`src/rtl/mchan_arb_pkg.sv`:
```
// Shared types and index helpers for the mchan weighted round-robin arbiter.
// Helpers work on a fixed-width mask; callers zero-extend so unused lanes never win.
package mchan_arb_pkg;

    localparam int MAX_MASTER = 32;

    typedef enum logic {
        ARB,
        LOCKED
    } arb_state_e;

    typedef struct packed {
        logic        found;
        logic [31:0] idx;
    } pick_t;

    function automatic int next_idx(input int idx, input int n);
        return (idx >= n - 1) ? 0 : idx + 1;
    endfunction

    // Lanes at or above the real master count are always zero in the mask, so
    // wrapping at MAX_MASTER picks the same winner as wrapping at N_MASTER.
    function automatic pick_t rr_pick(input logic [MAX_MASTER-1:0] mask, input int ptr);
        pick_t res;
        int    j;
        res.found = 1'b0;
        res.idx   = '0;
        for (int i = 0; i < MAX_MASTER; i++) begin
            j = (ptr + i) % MAX_MASTER;
            if (!res.found && mask[j]) begin
                res.found = 1'b1;
                res.idx   = j;
            end
        end
        return res;
    endfunction

endpackage

```
`src/rtl/mchan_arb_out_reg.sv`:
```
// One-entry valid/ready register carrying the arbitration winner's {data, id, last}.
module mchan_arb_out_reg #(
    parameter int DATA_WIDTH = 32,
    parameter int ID_WIDTH   = 2
) (
    input  logic                  clk,
    input  logic                  rst_n,
    input  logic                  valid_i,
    output logic                  ready_o,
    input  logic [DATA_WIDTH-1:0] data_i,
    input  logic [ID_WIDTH-1:0]   id_i,
    input  logic                  last_i,
    output logic                  valid_o,
    input  logic                  ready_i,
    output logic [DATA_WIDTH-1:0] data_o,
    output logic [ID_WIDTH-1:0]   id_o,
    output logic                  last_o
);

    logic                  valid_q;
    logic [DATA_WIDTH-1:0] data_q;
    logic [ID_WIDTH-1:0]   id_q;
    logic                  last_q;

    // Accept a new beat whenever the slot is empty or is draining this cycle.
    assign ready_o = !valid_q || ready_i;

    always_ff @(posedge clk or negedge rst_n) begin
        if (!rst_n) begin
            valid_q <= 1'b0;
            data_q  <= '0;
            id_q    <= '0;
            last_q  <= 1'b0;
        end else if (valid_i && ready_o) begin
            valid_q <= 1'b1;
            data_q  <= data_i;
            id_q    <= id_i;
            last_q  <= last_i;
        end else if (ready_i) begin
            valid_q <= 1'b0;
        end
    end

    assign valid_o = valid_q;
    assign data_o  = data_q;
    assign id_o    = id_q;
    assign last_o  = last_q;

endmodule

```
`src/rtl/mchan_wrr_arbiter.sv`:
```
// Weighted round-robin N-to-1 arbiter with burst locking and optional output register.
// Supports 1 to 32 masters; credits refill in the same cycle they run dry.
module mchan_wrr_arbiter
    import mchan_arb_pkg::*;
#(
    parameter int DATA_WIDTH   = 32,
    parameter int N_MASTER     = 4,
    parameter int LOG_MASTER   = (N_MASTER == 1) ? 1 : $clog2(N_MASTER),
    parameter int WEIGHT_WIDTH = 4,
    parameter int OUT_REG      = 0
) (
    input  logic                             clk,
    input  logic                             rst_n,
    input  logic [N_MASTER-1:0]              req_i,
    output logic [N_MASTER-1:0]              gnt_o,
    input  logic [N_MASTER*DATA_WIDTH-1:0]   data_i,
    input  logic [N_MASTER-1:0]              last_i,
    input  logic [N_MASTER*WEIGHT_WIDTH-1:0] weight_i,
    output logic                             req_o,
    input  logic                             gnt_i,
    output logic [DATA_WIDTH-1:0]            data_o,
    output logic [LOG_MASTER-1:0]            id_o,
    output logic                             last_o
);

    arb_state_e              state_q, state_d;
    logic [LOG_MASTER-1:0]   owner_q, owner_d;
    logic [LOG_MASTER-1:0]   ptr_q, ptr_d;
    logic [WEIGHT_WIDTH-1:0] credit_q [N_MASTER];
    logic [WEIGHT_WIDTH-1:0] credit_d [N_MASTER];

    logic [N_MASTER-1:0]     credited;
    logic [N_MASTER-1:0]     eligible;
    logic                    refill;
    pick_t                   pick;
    logic                    found;
    logic [LOG_MASTER-1:0]   win;
    logic [DATA_WIDTH-1:0]   selData;
    logic                    selLast;
    logic                    upReady;
    logic                    accept;

    // When nobody holding credit is requesting, every requester competes and the
    // credits are refilled at the same edge, so a refill never costs a cycle.
    always_comb begin
        credited = '0;
        eligible = '0;
        refill   = 1'b0;
        for (int k = 0; k < N_MASTER; k++) begin
            credited[k] = req_i[k] && (credit_q[k] != '0);
        end
        if (state_q == LOCKED) begin
            for (int k = 0; k < N_MASTER; k++) begin
                eligible[k] = req_i[k] && (owner_q == LOG_MASTER'(k));
            end
        end else if (N_MASTER == 1) begin
            eligible = req_i;
        end else if (credited != '0) begin
            eligible = credited;
        end else begin
            eligible = req_i;
            refill   = |req_i;
        end
        pick  = rr_pick(MAX_MASTER'(eligible), int'(ptr_q));
        found = pick.found;
        win   = '0;
        for (int k = 0; k < N_MASTER; k++) begin
            if (pick.idx == 32'(k)) begin
                win = LOG_MASTER'(k);
            end
        end
    end

    always_comb begin
        selData = '0;
        selLast = 1'b0;
        gnt_o   = '0;
        for (int k = 0; k < N_MASTER; k++) begin
            if (win == LOG_MASTER'(k)) begin
                selData  = data_i[k*DATA_WIDTH +: DATA_WIDTH];
                selLast  = last_i[k];
                gnt_o[k] = accept;
            end
        end
    end

    assign accept = found && upReady;

    always_comb begin : next_state
        logic [WEIGHT_WIDTH-1:0] wEff;
        logic                    dec;
        state_d = state_q;
        owner_d = owner_q;
        ptr_d   = ptr_q;
        if (accept) begin
            if (selLast) begin
                state_d = ARB;
                ptr_d   = LOG_MASTER'(next_idx(int'(win), N_MASTER));
            end else begin
                state_d = LOCKED;
                owner_d = win;
            end
        end
        for (int k = 0; k < N_MASTER; k++) begin
            wEff        = weight_i[k*WEIGHT_WIDTH +: WEIGHT_WIDTH];
            wEff        = (wEff == '0) ? WEIGHT_WIDTH'(1) : wEff;
            dec         = accept && selLast && (win == LOG_MASTER'(k));
            credit_d[k] = credit_q[k];
            if (refill) begin
                credit_d[k] = dec ? (wEff - WEIGHT_WIDTH'(1)) : wEff;
            end else if (dec && (credit_q[k] != '0)) begin
                credit_d[k] = credit_q[k] - WEIGHT_WIDTH'(1);
            end
        end
    end

    always_ff @(posedge clk or negedge rst_n) begin
        if (!rst_n) begin
            state_q <= ARB;
            owner_q <= '0;
            ptr_q   <= '0;
            for (int k = 0; k < N_MASTER; k++) begin
                credit_q[k] <= '0;
            end
        end else begin
            state_q <= state_d;
            owner_q <= owner_d;
            ptr_q   <= ptr_d;
            for (int k = 0; k < N_MASTER; k++) begin
                credit_q[k] <= credit_d[k];
            end
        end
    end

    if (OUT_REG != 0) begin : g_out_reg
        mchan_arb_out_reg #(
            .DATA_WIDTH(DATA_WIDTH),
            .ID_WIDTH  (LOG_MASTER)
        ) u_out_reg (
            .clk    (clk),
            .rst_n  (rst_n),
            .valid_i(found),
            .ready_o(upReady),
            .data_i (selData),
            .id_i   (win),
            .last_i (selLast),
            .valid_o(req_o),
            .ready_i(gnt_i),
            .data_o (data_o),
            .id_o   (id_o),
            .last_o (last_o)
        );
    end else begin : g_out_comb
        assign upReady = gnt_i;
        assign req_o   = found;
        assign data_o  = selData;
        assign id_o    = win;
        assign last_o  = selLast;
    end

endmodule

```
`config.mk`:
```
export PLATFORM = sky130hd
export DESIGN_NAME = mchan_wrr_arbiter
export DESIGN_NICKNAME = d
export VERILOG_FILES = /design/src/rtl/mchan_arb_pkg.sv /design/src/rtl/mchan_arb_out_reg.sv /design/src/rtl/mchan_wrr_arbiter.sv
export SDC_FILE = /design/constraint.sdc
export NUM_CORES = 1
export LEC_CHECK = 0
export BUFFER_PORTS_ARGS = -buffer_cell sky130_fd_sc_hd__buf_2
export CAP_MARGIN = 30
export CORE_MARGIN = 5
export CORE_UTILIZATION = 49
export CTS_CLUSTER_SIZE = 40
export DETAILED_ROUTE_END_ITERATION = 16
export HOLD_SLACK_MARGIN = 0.06
export PLACE_DENSITY = 0.86
export SYNTH_ARGS = -nofsm -noshare
export SYNTH_HDL_FRONTEND = slang
export SYNTH_SLANG_ARGS = --single-unit
```
`constraint.sdc`:
```
create_clock -name clk -period 18.7 [get_ports clk]
set_input_delay 4.675 -clock clk [delete_from_list [all_inputs] [get_ports clk]]
set_output_delay 4.675 -clock clk [all_outputs]
set_load 0.02 [all_outputs]
```
Word level (Yosys, flattened, before mapping)
Cells that the tools add are included.

word-level totals
  logic and storage cells = 414
  input port bits = 155
  register bits after elaboration = 21
  output and inout port bits = 40

cells by class
  muxes and demuxes = 164
  equality and inequality tests = 9
  reduce and logical (&&, ||, !) cells = 129
  $add $sub $neg = 40
  bitwise logic cells = 32
  $lt $le $gt $ge = 33

operators by type and width
  operator                                                                number
  33-bit 2-to-1 mux                                                       32
  6-bit by 7-bit < comparator with 1-bit output, second input constant    31
  1-bit binary-select mux with 5-bit select                               31
  5-bit OR reduction                                                      31
  32-bit 2-to-1 mux                                                       4
  2-bit by 5-bit adder with 5-bit output, second input constant           16
  1-bit 2-to-1 mux                                                        75
  4-bit 2-to-1 mux                                                        18
  32-bit by 2-bit equality test with 1-bit output, second input constant  2
  1-bit logical AND                                                       49
  2-bit by 4-bit adder with 5-bit output, second input constant           8
  32-bit by 1-bit equality test with 1-bit output, second input constant  1
  4-bit by 1-bit subtractor with 4-bit output, second input constant      8
  1-bit AND, first input constant                                         31
  1-bit zero test                                                         31
  4-bit nonzero test                                                      5
  2-bit by 3-bit adder with 4-bit output, second input constant           4
  4-bit zero test                                                         4
  2-bit equality test, second input constant                              4
  2-bit nonzero test                                                      4
  2-bit by 2-bit adder with 3-bit output, second input constant           2
  2-bit by 6-bit < comparator with 1-bit output, second input constant    1
  2-bit 2-to-1 mux                                                        3
  2-bit by 1-bit equality test with 1-bit output, second input constant   2
  other kinds (8)                                                         10

Longest topological paths before layout
  depth after elaboration = 115
  gate-level depth with buffers = 22
  mapped depth without buffers = 16

Worst setup path before layout
OpenSTA, ideal clock, no wires.

  path kind = input to output
  start = in req_i[0]
  end = out data_o[0]
  arrival = 8443 ps
  slack = 5582 ps
  cell stages on the path = 16
  path buffers = 6
  data required time = 14025 ps
  cells stage by stage = clkbuf_1 a222oi_1 o311a_1 or3b_1 a211o_1 o221a_2 buf_6 inv_1 buf_1 clkbuf_1 ha_1 nor2b_1 clkbuf_1 clkbuf_1 a22oi_1 a21oi_1

on the way
  elaborated cells on any way between the ends = 208
  classes of those cells = 6 x eq/ne; 136 x mux; 66 x reduce/logical

RTL lines
  element                                                                     RTL line                 RTL
  start: declaration                                                          mchan_wrr_arbiter.sv:14  input logic [N_MASTER-1:0] req_i,
  1-bit logical AND                                                           mchan_wrr_arbiter.sv:50  credited[k] = req_i[k] && (credit_q[k] != '0);
  4-bit nonzero test                                                          mchan_wrr_arbiter.sv:58  end else if (credited != '0) begin
  4-bit 2-to-1 mux                                                            mchan_wrr_arbiter.sv:58
  4-bit 2-to-1 mux *                                                          mchan_wrr_arbiter.sv:52  if (state_q == LOCKED) begin
  parallel branches: the longest is 95 deep, another holds 33-bit 2-to-1 mux  --
  33-bit 2-to-1 mux *                                                         mchan_arb_pkg.sv:30      if (!res.found && mask[j]) begin
  32-bit by 2-bit equality test with 1-bit output                             mchan_wrr_arbiter.sv:68  if (pick.idx == 32'(k)) begin
  2-bit 2-to-1 mux                                                            mchan_wrr_arbiter.sv:68
  2-bit 2-to-1 mux *                                                          mchan_wrr_arbiter.sv:68
  via id_o[1]                                                                 mchan_wrr_arbiter.sv:22  output logic [LOG_MASTER-1:0] id_o,
  2-bit zero test                                                             mchan_wrr_arbiter.sv:79  if (win == LOG_MASTER'(k)) begin
  32-bit 2-to-1 mux (3 in a row)                                              mchan_wrr_arbiter.sv:79
  32-bit 2-to-1 mux *                                                         mchan_wrr_arbiter.sv:79
  end: declaration                                                            mchan_wrr_arbiter.sv:21  output logic [DATA_WIDTH-1:0] data_o,

Mark *: on every way through the listed nets, which the timed path passes. The select of a mux whose other input is x is not followed.

Worst setup path in the final report
  start = in req_i[3]
  end = out last_o

on the way
  cells in the longest elaborated chain, start to end = 109
  elaborated cells on any way between the ends = 208
  classes of those cells = 6 x eq/ne; 136 x mux; 66 x reduce/logical

ends and longest elaborated chain
  element                                                                     RTL line                 RTL
  1-bit logical AND                                                           mchan_wrr_arbiter.sv:50
  4-bit nonzero test                                                          mchan_wrr_arbiter.sv:58
  4-bit 2-to-1 mux                                                            mchan_wrr_arbiter.sv:58
  4-bit 2-to-1 mux *                                                          mchan_wrr_arbiter.sv:52
  parallel branches: the longest is 95 deep, another holds 33-bit 2-to-1 mux  --
  33-bit 2-to-1 mux *                                                         mchan_arb_pkg.sv:30
  32-bit by 1-bit equality test with 1-bit output                             mchan_wrr_arbiter.sv:68
  1-bit 2-to-1 mux                                                            mchan_wrr_arbiter.sv:68
  2-bit 2-to-1 mux                                                            mchan_wrr_arbiter.sv:68
  2-bit 2-to-1 mux *                                                          mchan_wrr_arbiter.sv:68
  2-bit zero test                                                             mchan_wrr_arbiter.sv:79
  1-bit 2-to-1 mux (3 in a row)                                               mchan_wrr_arbiter.sv:79
  1-bit 2-to-1 mux *                                                          mchan_wrr_arbiter.sv:79
  end: declaration                                                            mchan_wrr_arbiter.sv:23  output logic last_o

Mark *: on every way between the ends. The select of a mux whose other input is x is not followed.

==> results.yml <==
timing:
  finalHoldViolations: 0
  tns_ns: 0
  final.min_clock_period_ns: 13.19
  final.period_utilization_pct: 70.55
  slew_headroom_pct: 36.53
  rsz0062_at_grt: "no"
  worst_pin_slew_ns: 0.9521
  setup_viol: 0
  fmax_mhz: 75.79
  skew_ns: 0.003357
  drv_slew: 0
finish:
  final_net_count: 781
  drive_gt1_share_pct: 40.29
  areaGrowthSynthToFinish_pct: 30.32
routing:
  drc: 0
  firstDrtPassIters: 5
  antenna_left: 0
  vias_per_cell: 6.134
  vias: 4257
  wl_per_cell_microns: 17.68
  drtIter0Drc: 392
  wirelength_mm: 12.27
global_route:
  grt-ovfl-total: 0
  grt_max_degree: 69
  grt_pass1_vias: 4146
  grtUsageTotal_pct: 27.50
  antenna_found_initial: 1
  grt_pass1_wl_mm: 19.36
cts:
  post_cts_buffers: 0
  clock_sinks: 21
  cts_tree: "built"
  cts_resized: 0
  cts_root_buf: "clkbuf_8"
  clk_pin_slew_ns: 0.08
  cts_buffers: 3
  hold_buffers: 0
  insertion_delay_ns: 0.26
  cts_buffer_depth: 2
  cts_max_level: 1
placement:
  gp_congestion: 0.9557
  dp_hpwl_mm: 9.873
  port-buffer-count: 194
floorplanning:
  rows: 30
  initial_core_util_pct: 49.68
  core-area_sq_um: 6719
  die-width_microns: 92.54
  die_area_sq_um: 8564
  boundaryPins: 195
  die_h_microns: 92.54
synthesis:
  syn_avg_cell_area_sq_um: 7.451
  synth.top_cells.by_count: "nor2_1, a21oi_1, a22oi_1"
  yosys_warnings: 0
  synth-main-ff-cell: "dfrtp_1"
  synth_seq_cells: 21
  syn_nets: 615
  yosysSeqAreaShare_pct: 15.74
  syn_area_sq_um: 3338
  synth-edff-count: 0
  synth_async_sr_flop_share_pct: 100.0
  yosysTopAreaCell: "dfrtp_1"
  netlist_instances: 448
  yosys.area.top_type_share_pct: 15.74
  synth_most_common_cell: "nor2_1"
  synth.area.top_cells: "dfrtp_1, mux2_2, a22oi_1"
  synth.distinct_cells: 71
setup_path:
  critical_path_required_ns: 14.03
  start_kind: "primary input"
  arrival_ns: 8.52
  crit_type: "primary input to output pin"
  setup.worst_path.end_class: "output pin"
  critPathSlowestCell: "or3b_2"
  cp_slowest_stage_delay_ns: 0.50
  crit_top_cell: "buf_2"
  crit_chain: "buf_2 -> or3b_2 -> a211oi_1 -> o21ai_0 -> a41oi_1 -> and2_1 -> o311ai_0 -> o221a_2 -> inv_2 -> buf_16 -> ha_1 -> buf_4 -> a221o_1 -> and2_4 -> buf_2"
  critPathMaxFanout: 38
  reg2reg_slack_ns: 12.96
run_status:
  status: "complete, no violations"
min_path:
  min_path_type: "flip-flop to flip-flop"
run:
  drv_cap: 0
[flip-flops by register name (all words and copies together), names as in the netlist]
register	flops
credit_q	16
state_q	1
ptr_q	2
owner_q	2
[cell families after synthesis]
group	count (synthesis)	share of synthesized area, %
AO/OA/AOI/OAI	154	32.61
buffers and inverters	58	7.009
XOR/XNOR	8	2.099
AND/OR/NAND/NOR	158	25.64
multiplexers	37	12.41
adder cells (fa/ha/maj)	12	4.498
flip-flops	21	15.74
[stage by stage]
step | hold WS [ns] | instance area, sq um | utilization (%) | std cells | setup slack (ns)
after floorplan | 0.5076 | 3338 | - | 448 | 5.582
after global placement | 0.5252 | 4275 | 63.63 | 688 | 5.464
after detailed placement | 0.5421 | 4275 | 63.63 | 688 | 5.322
after CTS | 0.5530 | 4320 | 64.30 | 692 | 5.338
after global routing | 0.5921 | 4350 | 64.75 | 694 | 5.254
final | 0.5551 | 4350 | 64.75 | 694 | 5.506
[area by class of cell]
type | count | area, sq um
clock buffer | 4 | 45.04
fill | 568 | 2369
antenna | 1 | 2.502
timing repair buffer | 197 | 1013
multi-input combinational | 369 | 2581
sequential | 21 | 525.5
inverter | 22 | 82.58
tap | 80 | 100.1
[layer usage]
| layer | vias to the layer above | global-route usage, % | wire (microns) |
|---|---|---|---|
| li1 | 2048 | - | - |
| met1 | 1949 | 30.77 | 4591 |
| met2 | 220 | 50.39 | 6054 |
| met3 | 40 | 5.849 | 1069 |
| met4 | 0 | 10.77 | 556 |
| met5 | - | 0 | 0 |
[worst max-delay path, delay by kind of cell]
kind,cells,cell delay [ns]
compound gates,6,1.38
fa+ha+maj,1,0.21
buf+inv,5,1.35
simple gates,3,0.91
[worst paths after layout]
check / startpoint / endpoint / cells after the start
worst max-delay path: req_i[3] / last_o / 15
worst min-delay path: credit_q[1]$_DFFE_PN0P_ / credit_q[1]$_DFFE_PN0P_ / 2
worst max register to register: ptr_q[0]$_DFFE_PN0N_ / credit_q[15]$_DFFE_PN0P_ / 17
worst min register to register: credit_q[1]$_DFFE_PN0P_ / credit_q[1]$_DFFE_PN0P_ / 2
max in group asynchronous: rst_n / credit_q[3]$_DFFE_PN0P_ / 1
min in group asynchronous: rst_n / credit_q[10]$_DFFE_PN0P_ / 1
[layout by cell type (no fill, tap or decap), types with 4 or more instances in the layout]
| master | Yosys | layout |
|---|---|---|
| o211ai_1 | 6 | 6 |
| nand2_1 | 24 | 24 |
| inv_1 | 22 | 21 |
| xnor2_1 | 5 | 5 |
| nand4_1 | 4 | 4 |
| nand3_1 | 11 | 11 |
| o211a_1 | 4 | 4 |
| buf_2 | 6 | 194 |
| a221oi_1 | 4 | 4 |
| or3_1 | 4 | 4 |
| a222oi_1 | 4 | 4 |
| ha_1 | 12 | 12 |
| nor4_1 | 5 | 5 |
| o21ai_0 | 11 | 11 |
| nor2_1 | 52 | 52 |
| nand2b_1 | 4 | 4 |
| a21oi_1 | 45 | 45 |
| nor3_1 | 9 | 9 |
| a211oi_1 | 7 | 7 |
| mux2_2 | 33 | 33 |
| a22oi_1 | 35 | 35 |
| dfrtp_1 | 21 | 21 |
| o21a_1 | 4 | 4 |
| or3b_1 | 6 | 6 |
| and3_1 | 5 | 5 |
| o22ai_1 | 4 | 4 |
| nor3b_1 | 5 | 5 |
Power is left out: the tool's default activity adds up to more than one toggle a clock period on the data nets, which glitch-free logic cannot reach.
